## config.mk

```make
export PLATFORM = sky130hd
export DESIGN_NAME = max_pool_2x2
export DESIGN_NICKNAME = d
export VERILOG_FILES = /design/src/rtl/max_pool_2x2.sv
export SDC_FILE = /design/constraint.sdc
export NUM_CORES = 1
export LEC_CHECK = 0
export ABC_AREA = 1
export CAP_MARGIN = 20
export CORE_ASPECT_RATIO = 1.1
export CORE_UTILIZATION = 53
export CTS_CLUSTER_DIAMETER = 80
export DETAILED_ROUTE_END_ITERATION = 7
export PLACE_DENSITY = 0.86
export SLEW_MARGIN = 15
export SYNTH_ARGS = -nofsm -noshare
export SYNTH_HDL_FRONTEND = slang
export SYNTH_SLANG_ARGS = --single-unit
```

## constraint.sdc

```tcl
create_clock -name clock -period 2.99 [get_ports clock]
set_input_delay 0.598 -clock clock [delete_from_list [all_inputs] [get_ports clock]]
set_output_delay 0.598 -clock clock [all_outputs]
set_load 0.05 [all_outputs]
```

## src/rtl/max_pool_2x2.sv

```systemverilog
// 2x2 stride-2 max pooling over a raster-order feature-map stream.
// Even rows park pairwise maxima in a line buffer; odd rows finish each window and emit it.
module max_pool_2x2 #(
    parameter int DATA_WIDTH = 16,
    parameter int FMAP_COLS  = 8,
    parameter int FMAP_ROWS  = 8
) (
    input  logic                  clock,
    input  logic                  reset,
    input  logic                  flush,
    input  logic                  in_valid,
    input  logic [DATA_WIDTH-1:0] in_data,
    output logic                  out_valid,
    output logic [DATA_WIDTH-1:0] out_data,
    output logic                  out_last
);

    localparam int CW       = (FMAP_COLS > 1) ? $clog2(FMAP_COLS) : 1;
    localparam int RW       = (FMAP_ROWS > 1) ? $clog2(FMAP_ROWS) : 1;
    localparam int LB_DEPTH = FMAP_COLS / 2;
    localparam int LB_AW    = (LB_DEPTH > 1) ? $clog2(LB_DEPTH) : 1;

    localparam logic [CW-1:0] COL_LAST = CW'(FMAP_COLS - 1);
    localparam logic [RW-1:0] ROW_LAST = RW'(FMAP_ROWS - 1);

    logic [CW-1:0]                col;
    logic [RW-1:0]                row;
    logic signed [DATA_WIDTH-1:0] hold;
    logic signed [DATA_WIDTH-1:0] sample;
    logic signed [DATA_WIDTH-1:0] pair_max;
    logic signed [DATA_WIDTH-1:0] lb_rd;
    logic signed [DATA_WIDTH-1:0] pool_max;
    logic signed [DATA_WIDTH-1:0] line_buf [LB_DEPTH];
    logic [LB_AW-1:0]             lb_idx;
    logic                         accept;
    logic                         col_end;
    logic                         row_end;

    assign sample  = in_data;
    assign accept  = in_valid && !flush;
    assign col_end = (col == COL_LAST);
    assign row_end = (row == ROW_LAST);
    assign lb_idx  = LB_AW'(col >> 1);

    always_comb begin
        pair_max = (sample > hold) ? sample : hold;
        lb_rd    = line_buf[lb_idx];
        pool_max = (lb_rd > pair_max) ? lb_rd : pair_max;
    end

    // Line buffer carries no reset: every entry is rewritten on an even row before an odd row reads it.
    always_ff @(posedge clock) begin
        if (accept && col[0] && !row[0]) begin
            line_buf[lb_idx] <= pair_max;
        end
    end

    always_ff @(posedge clock or negedge reset) begin
        if (!reset) begin
            col       <= '0;
            row       <= '0;
            hold      <= '0;
            out_valid <= 1'b0;
            out_last  <= 1'b0;
            out_data  <= '0;
        end else begin
            out_valid <= 1'b0;
            out_last  <= 1'b0;
            if (flush) begin
                col <= '0;
                row <= '0;
            end else if (in_valid) begin
                if (!col[0]) begin
                    hold <= sample;
                end else if (row[0]) begin
                    out_data  <= pool_max;
                    out_valid <= 1'b1;
                    out_last  <= row_end && col_end;
                end

                if (col_end) begin
                    col <= '0;
                    row <= row_end ? '0 : row + 1'b1;
                end else begin
                    col <= col + 1'b1;
                end
            end
        end
    end

endmodule

```

==> metrics.cfg <==
[global_routing]
grt-ovfl-total=0
track_usage=0.347
grt_pass1_wl_mm=27.4
grt_pass1_vias=5281
grt_max_degree=41
antenna_found_initial=0

[sta]
worst_slack_ns=-1.23
setup_violations=20
hold_viol_final=0
maxSlewViolCount=0
min_period_over_period=1.41
max_slew.worst_pin.slew_ns=1.17
setup_tns_ns=-18.53
finalCriticalPeriod_ns=4.22
fin_skew_ns=0.0160
fmax_mhz=237
slew_headroom=0.221
rsz0062_at_grt=yes

[synth]
synth_top_area_share=0.365
synth_edf_count=64
avgSynthCellArea_um2=9.76
netlist_area_um2=5270
synthArstFlopShare=0.385
synth_flop_cell=edfxtp_1
postSynthNetCount=596
synth_seq_cells=104
yosysWarnings=0
synth_cell_types=30
synth_top_cell_by_area=edfxtp_1
ys_seq_area_frac=0.554
netlist_instances=540
synthTopCellsByArea=edfxtp_1 36%, dfrtp_1 19%, nand2_1 9.8%

[clocking]
cts_buffers=9
clk_pin_slew_worst_paths_ns=0.11
clock_path_buffers=2
clock_insertion_delay_worst_skew_ns=0.40
ctsRootBufferMaster=clkbuf_8
h-tree-depth=3
cts_tree=built
cts_sinks=104

[cells_and_area]
antenna_cells=0
final_core_util=0.814
multiInputGateArea_um2=2730
final_cell_area_um2=7730
regArea_um2=2920
drive_gt1_frac=0.408
area.growth.synth_to_final_pct=46.6
n_fill_cell=394
nets=760

[detailed_routing]
drc_errors=0
drt_iter0_markers=717
first_pass_iters=8
wl_per_cell_um=26.4
ant_nets=0
drt-total-wl_mm=21.8
vias=5569
vias_per_cell=6.74

[status]
violations=setup timing
status=complete, but fails checks

[critical_path]
required_ns=3.28
critPathLaunch=hold[3]
timing.rr.start=hold[3]
end_kind=flop
crit_arrival_ns=4.51
start_kind=flop
rrSetupSlack_ns=-1.23
crit_fanout=7
crit_end=out_data[12]
crit_type=flop to flop
reg2reg_depth=26
r2r-end=out_data[12]

[placement]
gp_congestion=0.921
placed_area_um2=6510
portBuffers=37
hpwl_mm=9.19

[flow_run]
maxCapViolCount=0

[power]
finalPower_mw=5.50
ir_drop_mv=0.509
p_leak_nw=3.42
power.density_nw_per_um2=712

[floorplanning]
rows=37
io_pins=38
start_util=0.555
die_area_um2=10300
dieWidth_um=97.1
die_h_um=107
core_um2=9490

[hold_path]
min_path_type=primary input to asynchronous set/reset pin

layout by cell type (no fill, tap or decap), types with 5 or more instances in the layout:
cell	instances
clkbuf_8	10
edfxtp_1	64
ha_1	13
nor2_4	10
a22oi_1	27
ha_4	22
nand3_2	6
buf_4	113
nand2_4	10
buf_6	11
buf_12	5
nand2_2	34
nand3_4	8
dfrtp_1	40
inv_1	43
nor2_2	16
o21ai_0	7
nand4_1	20
nand3_1	19
clkdlybuf4s50_1	20
clkdlybuf4s15_2	5
inv_2	13
nor2_1	35
a21oi_1	22
clkdlybuf4s15_1	8
nand2_1	94
critical path: stages (launching register included):
cell,delay [ns]
dfrtp_1,0.41
inv_2,0.08
ha_4,0.27
nand2_1,0.09
inv_1,0.08
nand2_1,0.05
nand2_1,0.08
nand2_1,0.07
nand2_2,0.15
nand2_4,0.10
nand3_4,0.14
buf_4,0.14
buf_6,0.11
nand4_1,0.24
nand2_2,0.20
inv_2,0.06
ha_4,0.26
nand4_1,0.25
nor2_4,0.22
nand2_2,0.08
nand4_1,0.17
nand3_4,0.19
buf_8,0.21
nor2_4,0.11
nor2_1,0.06
nand2_1,0.21
nand2_1,0.09
metrics by stage:
stage	hold slack (ns)	instances	setup slack, ns
5_1_grt	0.436	826	-1.47
4_1_cts	0.370	820	-0.430
3_5_place_dp	0.471	755	-1.24
3_3_place_gp	0.464	755	-1.08
6_report	0.349	826	-1.23
2_1_floorplan	0.302	540	-0.223
layer usage:
| layer | wire length, um | track usage | vias to the layer above | part of all wire |
|---|---|---|---|---|
| met3 | 2500 | 0.0619 | 244 | 0.11 |
| met1 | 7020 | 0.401 | 2567 | 0.32 |
| li1 | - | - | 2178 | - |
| met4 | 2360 | 0.241 | 0 | 0.11 |
| met2 | 9890 | 0.591 | 580 | 0.45 |
| met5 | 0 | 0 | - | 0 |
what timing repair did:
action                                  CTS  global route
pin swaps                                63            33
buffers inserted                         47            12
endpoints found under the setup margin   16            20
endpoints found under the hold margin     0             0
gates cloned                              3             0
resized for setup                       120            55
hold buffers                              0             0
how the worst min path moves through the flow:
stage                 start           end  slack (ns)  depth (start not counted)
2_1_floorplan         reset        col[0]        0.30                          0
3_3_place_gp    out_data[5]   out_data[5]        0.46                          2
3_5_place_dp   out_data[13]  out_data[13]        0.47                          2
4_1_cts               reset      out_last        0.37                          1
5_1_grt               reset   out_data[0]        0.44                          1
6_report              reset   out_data[0]        0.35                          1
layout make-up:
cell class | count | share of cell area
Sequential cell | 104 | 0.378
Multi-Input combinational cell | 363 | 0.353
Timing Repair Buffer | 169 | 0.194
Inverter | 57 | 0.0280
Tap cell | 117 | 0.0189
Clock buffer | 10 | 0.0178
Clock inverter | 6 | 0.00972
logic make-up (layout without fill, tap and decap cells):
family / Yosys count / after routing / synth area share
AOI/OAI and AO/OA: 66 / 66 / 0.0783
adders and majority gates: 36 / 36 / 0.0854
buffers and inverters: 74 / 242 / 0.0603
DFF: 104 / 104 / 0.554
and+or+nand+nor: 260 / 261 / 0.221
sequential cells by signal, summed over array words and instances (netlist names):
register	cells
col	3
out_data	16
row	3
out_last	1
line_buf	64
out_valid	1
hold	16
where the power goes:
| part | switching [mW] | leakage (nW) | internal (mW) | total (mW) |
|---|---|---|---|---|
| Sequential | 0.0456 | 1.08 | 1.67 | 1.72 |
| Clock | 0.556 | 0.105 | 0.422 | 0.978 |
| Combinational | 1.58 | 2.23 | 1.23 | 2.81 |
| Total | 2.18 | 3.42 | 3.32 | 5.50 |
Yosys cell counts (2+ instances only):
cell and number:
nand2_1 137, edfxtp_1 64, inv_1 57, nor2_1 50, dfrtp_1 40, ha_1 36
nand3_1 28, a22oi_1 27, a21oi_1 25, nand4_1 20, nor2_2 11, buf_2 8
o21ai_0 8, clkbuf_1 4, nor3_1 4, buf_6 3, buf_4 2, nand3_2 2
nand3_4 2, nor3_2 2
Power figures use the tool's default switching activity.
